===== config.mk =====
export PLATFORM = sky130hd
export DESIGN_NAME = mem_wb_pipe_flat
export DESIGN_NICKNAME = d
export VERILOG_FILES = /design/src/rtl/mem_wb_pkg.sv /design/src/rtl/mem_wb_if.sv /design/src/rtl/mem_wb_load_align.sv /design/src/rtl/mem_wb_pipe.sv /design/src/flat_wrapper.sv
export SDC_FILE = /design/constraint.sdc
export NUM_CORES = 1
export LEC_CHECK = 0
export CAP_MARGIN = 40
export CORE_ASPECT_RATIO = 0.6
export CORE_MARGIN = 2
export CORE_UTILIZATION = 44
export CTS_BUF_LIST = sky130_fd_sc_hd__clkbuf_8
export CTS_CLUSTER_DIAMETER = 100
export DETAILED_ROUTE_END_ITERATION = 10
export PLACE_DENSITY = 0.89
export SYNTH_ARGS = -nofsm -noshare
export SYNTH_HDL_FRONTEND = slang
export SYNTH_SLANG_ARGS = --single-unit

===== constraint.sdc =====
create_clock -name clk -period 4.4 [get_ports clk]
set_input_delay 0.88 -clock clk [delete_from_list [all_inputs] [get_ports clk]]
set_output_delay 0.88 -clock clk [all_outputs]
set_load 0.02 [all_outputs]

===== src/rtl/mem_wb_pkg.sv =====
// rtl/mem_wb_pkg.sv - shared load-type encodings and reset constants for the MEM/WB stage
package mem_wb_pkg;

  typedef enum logic [2:0] {
    LT_LW  = 3'd0,
    LT_LB  = 3'd1,
    LT_LBU = 3'd2,
    LT_LH  = 3'd3,
    LT_LHU = 3'd4,
    LT_LWL = 3'd5,
    LT_LWR = 3'd6,
    LT_RSV = 3'd7
  } load_type_e;

  localparam logic [31:0] RESET_PC_DEFAULT = 32'hBFC0_0000;

  // Little-endian byte lane select within a 32-bit word.
  function automatic logic [7:0] pick_byte(input logic [31:0] w, input logic [1:0] off);
    logic [7:0] b;
    case (off)
      2'd0:    b = w[7:0];
      2'd1:    b = w[15:8];
      2'd2:    b = w[23:16];
      default: b = w[31:24];
    endcase
    return b;
  endfunction

endpackage


===== src/rtl/mem_wb_if.sv =====
// rtl/mem_wb_if.sv - MEM/WB stage handshake and data bundle with upstream/downstream modports
interface mem_wb_if #(
  parameter int DW = 32,
  parameter int RW = 5
);
  logic            in_valid;
  logic            in_ready;
  logic            out_valid;
  logic            out_ready;
  logic            flush;
  logic [DW-1:0]   pc_in;
  logic [DW-1:0]   alu_in;
  logic [DW-1:0]   rt_in;
  logic [RW-1:0]   wreg_in;
  logic            reg_write_in;
  logic            mem_to_reg_in;
  logic [2:0]      load_type;
  logic            hilo_write_in;
  logic [2*DW-1:0] hilo_in;
  logic [DW-1:0]   mem_rdata;
  logic [DW-1:0]   pc_out;
  logic [DW-1:0]   result;
  logic [RW-1:0]   wreg_out;
  logic            reg_write_out;
  logic            hilo_write_out;
  logic [2*DW-1:0] hilo_out;

  modport slave (
    input  in_valid, out_ready, flush, pc_in, alu_in, rt_in, wreg_in, reg_write_in,
           mem_to_reg_in, load_type, hilo_write_in, hilo_in, mem_rdata,
    output in_ready, out_valid, pc_out, result, wreg_out, reg_write_out,
           hilo_write_out, hilo_out
  );

  modport master (
    output in_valid, out_ready, flush, pc_in, alu_in, rt_in, wreg_in, reg_write_in,
           mem_to_reg_in, load_type, hilo_write_in, hilo_in, mem_rdata,
    input  in_ready, out_valid, pc_out, result, wreg_out, reg_write_out,
           hilo_write_out, hilo_out
  );
endinterface


===== src/rtl/mem_wb_load_align.sv =====
// rtl/mem_wb_load_align.sv - combinational load data formatter (LWL/LWR under MEM_WB_UNALIGNED_EN)
module load_align
  import mem_wb_pkg::*;
#(
  parameter int DW = 32
) (
  input  logic [2:0]    type_i,
  input  logic [1:0]    offset_i,
  input  logic [DW-1:0] rdata_i,
  input  logic [DW-1:0] rt_i,
  output logic [DW-1:0] word_o
);

  logic [7:0]  b;
  logic [15:0] h;

  assign b = pick_byte(rdata_i[31:0], offset_i);
  // offset[0] is ignored for halves; misaligned halves never reach this stage.
  assign h = offset_i[1] ? rdata_i[31:16] : rdata_i[15:0];

  always_comb begin
    word_o = rdata_i;
    case (load_type_e'(type_i))
      LT_LB:  word_o = {{(DW-8){b[7]}}, b};
      LT_LBU: word_o = {{(DW-8){1'b0}}, b};
      LT_LH:  word_o = {{(DW-16){h[15]}}, h};
      LT_LHU: word_o = {{(DW-16){1'b0}}, h};
`ifdef MEM_WB_UNALIGNED_EN
      LT_LWL: begin
        case (offset_i)
          2'd0:    word_o = {rdata_i[7:0],  rt_i[23:0]};
          2'd1:    word_o = {rdata_i[15:0], rt_i[15:0]};
          2'd2:    word_o = {rdata_i[23:0], rt_i[7:0]};
          default: word_o = rdata_i;
        endcase
      end
      LT_LWR: begin
        case (offset_i)
          2'd0:    word_o = rdata_i;
          2'd1:    word_o = {rt_i[31:24], rdata_i[31:8]};
          2'd2:    word_o = {rt_i[31:16], rdata_i[31:16]};
          default: word_o = {rt_i[31:8],  rdata_i[31:24]};
        endcase
      end
`endif
      default: word_o = rdata_i;
    endcase
  end

`ifdef MEM_WB_UNALIGNED_EN
`else
  logic unused_rt;
  assign unused_rt = ^rt_i;
`endif

endmodule


===== src/rtl/mem_wb_pipe.sv =====
// rtl/mem_wb_pipe.sv - MEM/WB single-entry register slice; MEM_WB_UNALIGNED_EN enables LWL/LWR
module mem_wb_pipe
  import mem_wb_pkg::*;
#(
  parameter int            DW       = 32,
  parameter int            RW       = 5,
  parameter logic [DW-1:0] RESET_PC = DW'(RESET_PC_DEFAULT)
) (
  input logic   clk,
  input logic   resetn,
  mem_wb_if.slave bus
);

  logic            out_valid_q, out_valid_d;
  logic [DW-1:0]   pc_q;
  logic [DW-1:0]   alu_q;
  logic [RW-1:0]   wreg_q;
  logic            reg_write_q;
  logic            mem_to_reg_q;
  logic [2:0]      load_type_q;
  logic            hilo_write_q;
  logic [2*DW-1:0] hilo_q;
  logic [DW-1:0]   rt_q;
  logic [DW-1:0]   aligned;
  logic            in_ready;
  logic            capture;

  assign in_ready = ~resetn | ~out_valid_q | bus.out_ready;
  assign capture  = bus.in_valid & in_ready & ~bus.flush;

  always_comb begin
    out_valid_d = out_valid_q;
    if (bus.flush)
      out_valid_d = 1'b0;
    else if (capture)
      out_valid_d = 1'b1;
    else if (bus.out_ready)
      out_valid_d = 1'b0;
  end

  always_ff @(posedge clk) begin
    if (!resetn) begin
      out_valid_q  <= 1'b0;
      pc_q         <= RESET_PC;
      alu_q        <= '0;
      wreg_q       <= '0;
      reg_write_q  <= 1'b0;
      mem_to_reg_q <= 1'b0;
      load_type_q  <= '0;
      hilo_write_q <= 1'b0;
      hilo_q       <= '0;
    end else begin
      out_valid_q <= out_valid_d;
      if (capture) begin
        pc_q         <= bus.pc_in;
        alu_q        <= bus.alu_in;
        wreg_q       <= bus.wreg_in;
        reg_write_q  <= bus.reg_write_in;
        mem_to_reg_q <= bus.mem_to_reg_in;
        load_type_q  <= bus.load_type;
        hilo_write_q <= bus.hilo_write_in;
        hilo_q       <= bus.hilo_in;
      end
    end
  end

`ifdef MEM_WB_UNALIGNED_EN
  always_ff @(posedge clk) begin
    if (!resetn)
      rt_q <= '0;
    else if (capture)
      rt_q <= bus.rt_in;
  end
`else
  // The old rt value only matters for partial-word merges.
  assign rt_q = '0;
  logic unused_rt_in;
  assign unused_rt_in = ^bus.rt_in;
`endif

  load_align #(.DW(DW)) u_align (
    .type_i   (load_type_q),
    .offset_i (alu_q[1:0]),
    .rdata_i  (bus.mem_rdata),
    .rt_i     (rt_q),
    .word_o   (aligned)
  );

  assign bus.in_ready       = in_ready;
  assign bus.out_valid      = out_valid_q;
  assign bus.pc_out         = pc_q;
  assign bus.result         = mem_to_reg_q ? aligned : alu_q;
  assign bus.wreg_out       = wreg_q;
  assign bus.reg_write_out  = reg_write_q & out_valid_q;
  assign bus.hilo_write_out = hilo_write_q & out_valid_q;
  assign bus.hilo_out       = hilo_q;

endmodule


===== src/flat_wrapper.sv =====
// flat-port wrapper written by rule: the top's interface ports become plain ports
module mem_wb_pipe_flat import mem_wb_pkg::*;
#(
  parameter int            DW       = 32,
  parameter int            RW       = 5,
  parameter logic [DW-1:0] RESET_PC = DW'(RESET_PC_DEFAULT)
)
  (clk, resetn, bus_in_valid, bus_out_ready, bus_flush, bus_pc_in, bus_alu_in, bus_rt_in, bus_wreg_in, bus_reg_write_in, bus_mem_to_reg_in, bus_load_type, bus_hilo_write_in, bus_hilo_in, bus_mem_rdata, bus_in_ready, bus_out_valid, bus_pc_out, bus_result, bus_wreg_out, bus_reg_write_out, bus_hilo_write_out, bus_hilo_out);
  mem_wb_if #(.DW(DW), .RW(RW)) bus_i ();
  input logic clk;
  input logic resetn;
  input wire logic [$bits(bus_i.in_valid)-1:0] bus_in_valid;
  input wire logic [$bits(bus_i.out_ready)-1:0] bus_out_ready;
  input wire logic [$bits(bus_i.flush)-1:0] bus_flush;
  input wire logic [$bits(bus_i.pc_in)-1:0] bus_pc_in;
  input wire logic [$bits(bus_i.alu_in)-1:0] bus_alu_in;
  input wire logic [$bits(bus_i.rt_in)-1:0] bus_rt_in;
  input wire logic [$bits(bus_i.wreg_in)-1:0] bus_wreg_in;
  input wire logic [$bits(bus_i.reg_write_in)-1:0] bus_reg_write_in;
  input wire logic [$bits(bus_i.mem_to_reg_in)-1:0] bus_mem_to_reg_in;
  input wire logic [$bits(bus_i.load_type)-1:0] bus_load_type;
  input wire logic [$bits(bus_i.hilo_write_in)-1:0] bus_hilo_write_in;
  input wire logic [$bits(bus_i.hilo_in)-1:0] bus_hilo_in;
  input wire logic [$bits(bus_i.mem_rdata)-1:0] bus_mem_rdata;
  output wire logic [$bits(bus_i.in_ready)-1:0] bus_in_ready;
  output wire logic [$bits(bus_i.out_valid)-1:0] bus_out_valid;
  output wire logic [$bits(bus_i.pc_out)-1:0] bus_pc_out;
  output wire logic [$bits(bus_i.result)-1:0] bus_result;
  output wire logic [$bits(bus_i.wreg_out)-1:0] bus_wreg_out;
  output wire logic [$bits(bus_i.reg_write_out)-1:0] bus_reg_write_out;
  output wire logic [$bits(bus_i.hilo_write_out)-1:0] bus_hilo_write_out;
  output wire logic [$bits(bus_i.hilo_out)-1:0] bus_hilo_out;
  assign bus_i.in_valid = bus_in_valid;
  assign bus_i.out_ready = bus_out_ready;
  assign bus_i.flush = bus_flush;
  assign bus_i.pc_in = bus_pc_in;
  assign bus_i.alu_in = bus_alu_in;
  assign bus_i.rt_in = bus_rt_in;
  assign bus_i.wreg_in = bus_wreg_in;
  assign bus_i.reg_write_in = bus_reg_write_in;
  assign bus_i.mem_to_reg_in = bus_mem_to_reg_in;
  assign bus_i.load_type = bus_load_type;
  assign bus_i.hilo_write_in = bus_hilo_write_in;
  assign bus_i.hilo_in = bus_hilo_in;
  assign bus_i.mem_rdata = bus_mem_rdata;
  assign bus_in_ready = bus_i.in_ready;
  assign bus_out_valid = bus_i.out_valid;
  assign bus_pc_out = bus_i.pc_out;
  assign bus_result = bus_i.result;
  assign bus_wreg_out = bus_i.wreg_out;
  assign bus_reg_write_out = bus_i.reg_write_out;
  assign bus_hilo_write_out = bus_i.hilo_write_out;
  assign bus_hilo_out = bus_i.hilo_out;
  mem_wb_pipe #(.DW(DW), .RW(RW), .RESET_PC(RESET_PC)) u_core (.clk(clk), .resetn(resetn), .bus(bus_i));
endmodule

### Yosys cells after proc, flatten, opt, wreduce, memory -nomap -nowiden

Index checks and enable logic that the tools add are counted.

| word-level totals | value |
|---|---|
| bits in registers | 140 |
| output and inout port bits | 137 |
| logic and storage cells | 33 |

| operators by class | value |
|---|---|
| equal/unequal tests | 6 |
| multiplexer cells | 6 |
| bitwise logic cells | 9 |
| reduce and logical (&&, ||, !) cells | 3 |

Operators with widths:

| operator | number |
|---|---|
| $pmux W32 S4 | 1 |
| $mux W32 | 1 |
| $pmux W8 S3 | 1 |
| $mux W16 | 1 |
| $eq A3 B2 Y1 const B | 2 |
| $and A1 B1 Y1 | 4 |
| $eq A3 B1 Y1 const B | 1 |
| $eq A3 B3 Y1 const B | 1 |
| $not A1 Y1 | 3 |
| $eq A2 B1 Y1 const B | 1 |
| $eq A2 B2 Y1 const B | 1 |
| $logic_not A2 Y1 | 1 |
| $mux W1 | 2 |
| $or A1 B1 Y1 | 2 |
| $reduce_bool A2 Y1 | 1 |
| $reduce_or A2 Y1 | 1 |

### Logic depth before layout (Yosys ltp)

Gate-level depths: netlist of run 1.

| logic depth | value |
|---|---|
| word-level depth | 6 |
| depth in mapped cells | 7 |
| depth with buffers taken out | 4 |

### Hierarchy

A second synthesis of run 1 with hierarchy kept.

| second synthesis, totals | value |
|---|---|
| cells, all modules | 830 |
| area total of the unflattened synthesis | 7,307.0 um2 |

Modules (own cells, without submodules):

| module | instances | cells an instance | area each (um2) |
|---|---|---|---|
| mem_wb_pipe | 1 | 648 | 6,030.8 |
| load_align | 1 | 182 | 1,276.2 |

### Worst setup path after synthesis of run 1

Ideal clock, no wire load.

| path | value |
|---|---|
| path kind | input-to-output |
| start | input port bus_mem_rdata[23] |
| end | output port bus_result[10] |
| arrival | 1,905 ps |
| setup slack | 1,615 ps |
| stages | 3 |
| buffers on the path | 0 |
| cells stage by stage | mux4_2 a31oi_4 a221oi_1 |

| between the ends | value |
|---|---|
| longest elaborated chain between the ends | 3 |

RTL lines:

| item | RTL line | RTL |
|---|---|---|
| start, declared | flat_wrapper.sv:24 | `input wire logic [$bits(bus_i.mem_rdata)-1:0] bus_mem_rdata;` |
| $pmux W8 S3 | mem_wb_pkg.sv:20 | `case (off)` |
| $pmux W32 S4 | mem_wb_load_align.sv:23 | `case (load_type_e'(type_i))` |
| $mux W32 | mem_wb_pipe.sv:92 | `assign bus.result = mem_to_reg_q ? aligned : alu_q;` |
| end, declared | flat_wrapper.sv:28 | `output wire logic [$bits(bus_i.result)-1:0] bus_result;` |

Every way passes these cells.

### Worst setup path in the final report of run 1

| path | value |
|---|---|
| start | input port bus_mem_rdata[23] |
| end | output port bus_result[26] |

The elaborated chain is that of the path after synthesis.

==> results.toml, run 1 <==
[clocking]
ctsRootBufferMaster = "clkbuf_8"
insertion_delay_ps = 420
clk_pin_slew_ps = 90
htreeDepth = 4
cts_hold_buf = 0
numCtsBuffers = 17
clockBufferDepth = 2
cts_tree = "done"
cts_resized = 0
cts_setup_buffers = 0
cts_sinks = 140

[logic_synthesis]
yosysUniqueCellTypes = 49
synth_seq_cells = 140
yosysTopAreaCellShare_pct = 44.1
syn_inst = 797
yosysWarnings = 0
netlist_area_um2 = 6360
synth_area_leaders = "dfxtp_1, nand2_1, a21boi_0"
postSynthAreaPerCell_um2 = 7.98
ys_seq_area_share_pct = 44.1
syn_nets = 1005
synth_top_cell_by_area = "dfxtp_1"

[layout]
insertedDiodeCount = 0
drive_gt1_share_pct = 5.59
area_delta_synth_final_pct = 56.0
nets = 1287
fillers = 1101

[critical_path]
cp.required_ps = 3520
path_class = "in -> out"
arrival_ps = 3050
cp_slowest_cell = "clkdlybuf4s50_1"
max_stage_delay_ps = 570
critPathMaxFanout = 10
crit_top_cell = "clkdlybuf4s50_1"
worstSetupEndpointType = "primary output"
critPathLaunchType = "input pin"
startpoint = "bus_mem_rdata[23]"
crit_path_cell_trace = "clkdlybuf4s50_1 -> mux4_2 -> a21oi_4 -> buf_12 -> a21oi_1 -> clkdlybuf4s50_1"
r2r-start = "u_core.bus.out_valid"

[routing]
routed_wl_mm = 20.9
drc_errors = 0
viasPerCell = 5.08
wl_per_cell_um = 16.3
dr_total_vias = 6527
drt-initial-drc-count = 532
ant_nets = 0
dr.pass1.iters = 5

[sta]
slew_headroom_pct = 40.4
hold_viol_final = 0
worstMarginPinSlew_ps = 893
setup-tns-final_ps = 0
slew_viol_final = 0
fin_skew_ps = 18.0
period_share_pct = 89.4
grt_setup_unrepaired = "false"
finalSetupViolCount = 0
fmax_mhz = 254
min_period_ps = 3930

[power_and_ir_drop]
leakagePower_nw = 3.58
power_density_nw_per_um2 = 313
peakVddDrop_uv = 173
p_total_mw = 3.10

[placed_design]
port_buffers = 312
place_congestion = 0.964
dp_hpwl_mm = 15.2

[floorplanning]
coreArea_um2 = 13900
dieArea_um2 = 15500
fp.dieH_um = 97.1
rows = 33
pin_count = 345
fp.dieW_um = 159
initial_core_util_pct = 45.8

[job]
drv_cap = 0

[global_route]
grt_pass1_vias = 6506
grt_max_degree = 103
overflow = 0
grt_antenna_before_repair = 0
grt_pass1_wl_mm = 33.6
grt_usage_pct = 26.9

[run_status]
status = "finished, final reports clean"

[hold_path]
hp-start = "u_core.bus.wreg_out[3]"
hp-class = "reg -> reg"
-- registers in the layout (all words and copies together), names as in the netlist --
signal,flops
u_core.bus.hilo_out,64
u_core.alu_q,32
u_core.bus.pc_out,32
u_core.bus.wreg_out,5
u_core.load_type_q,3
u_core.bus.out_valid,1
u_core.hilo_write_q,1
u_core.mem_to_reg_q,1
u_core.reg_write_q,1
-- cell families after synthesis --
family                    Yosys count  synth area share, %
and+or+nand+nor                   378                 24.1
AOI/OAI and AO/OA                 199                 23.4
DFF                               140                 44.1
buffers and inverters              64                 5.08
muxes                              13                 2.50
xor gates and xnor gates            3                0.826
-- metal layers --
metal	up-vias	track usage [%]	wire length (um)
met5	-	0	0
met4	0	9.02	461
met3	32	9.39	1910
met2	272	44.6	9800
met1	3014	32.8	8750
li1	3209	-	-
-- layout by cell type, fill, tap and decap left out, types with 3 or more instances in the layout --
master	count
clkdlybuf4s50_1	311
nand2_1	299
dfxtp_1	140
a21boi_0	122
nor2_1	46
a21oi_1	24
clkbuf_8	17
nand3_1	13
o21ai_0	9
a21boi_1	9
buf_4	9
mux2i_1	8
inv_1	7
and2_1	5
a222oi_1	5
clkinvlp_4	5
o22ai_1	4
a221oi_1	4
mux2_2	3
nand2b_1	3
nor3b_1	3
a2bb2oi_1	3
inv_8	3
inv_6	3
-- synth_stat cells, drive strengths merged --
cell     number
a211oi        1
a221oi        4
a21boi      131
o211ai        1
nand3b        2
nand2b        3
nand3        13
buf          40
or2b          1
o221ai        1
nor2b         1
mux2          3
and3b         1
clkbuf       19
nor3b         3
a22oi         4
o22ai         4
a2bb2oi       3
a31oi         3
mux4          2
nor2         47
a32oi         1
mux2i         8
o2bb2ai       2
and2          5
nor4bb        1
a31o          1
o21ai        10
a21oi        27
inv           5
a311oi        1
a222oi        5
and2b         1
or3b          1
dfxtp       140
xnor2         3
nand2       299
-- layout make-up --
type,count,area (um2),area share [%]
clock inverters,15,165,1.66
multi-input cells,593,3240,32.6
clock buffers,17,234,2.36
flip-flops and latches,140,2800,28.3
well taps,192,240,2.42
repair buffers,322,3220,32.5
inverters,5,18.8,0.189
-- worst max-delay path: cells and delay by family --
kind / cells / cell delay, ps
buf+inv: 3 / 1250
mux: 1 / 540
compound gates: 2 / 360
-- worst paths after layout --
check	slack (ps)	cells after the start	endpoint
setup / recovery	470	6	bus_result[26]
hold / removal	460	2	u_core.bus.wreg_out[3]
setup reg to reg	2350	5	u_core.bus.pc_out[4]
hold reg to reg	460	2	u_core.bus.wreg_out[3]
-- stage by stage --
| stage | setup WS (ps) | hold WS [ps] | cells | area (um2) | util (%) |
|---|---|---|---|---|---|
| 6_report | 465 | 460 | 1284 | 9920 | 71.5 |
| 3_5_place_dp | 488 | 448 | 1252 | 9520 | 68.6 |
| 3_3_place_gp | 498 | 441 | 1252 | 9520 | 68.6 |
| 5_1_grt | 193 | 483 | 1284 | 9920 | 71.5 |
| 4_1_cts | 466 | 461 | 1284 | 9920 | 71.5 |
| 2_1_floorplan | 1620 | 435 | 797 | 6360 | - |
-- report_power, final --
part           internal, mW  leakage (nW)  switching, mW  total, mW
registers              1.33          1.15         0.0400       1.37
logic                 0.350          2.24          0.316      0.666
clock network         0.517         0.194          0.552       1.07
(Power assumes the default switching activity.)
==> run 2, diff against run 1 <==
--- a/config.mk
+++ b/config.mk
@@ -13,6 +13,7 @@
 export CTS_CLUSTER_DIAMETER = 100
 export DETAILED_ROUTE_END_ITERATION = 10
 export PLACE_DENSITY = 0.89
+export SETUP_SLACK_MARGIN = 0.05
 export SYNTH_ARGS = -nofsm -noshare
 export SYNTH_HDL_FRONTEND = slang
 export SYNTH_SLANG_ARGS = --single-unit
==> results of run 2 <==
Same layout as run 1: the final DEF is identical, and so are final timing and power.
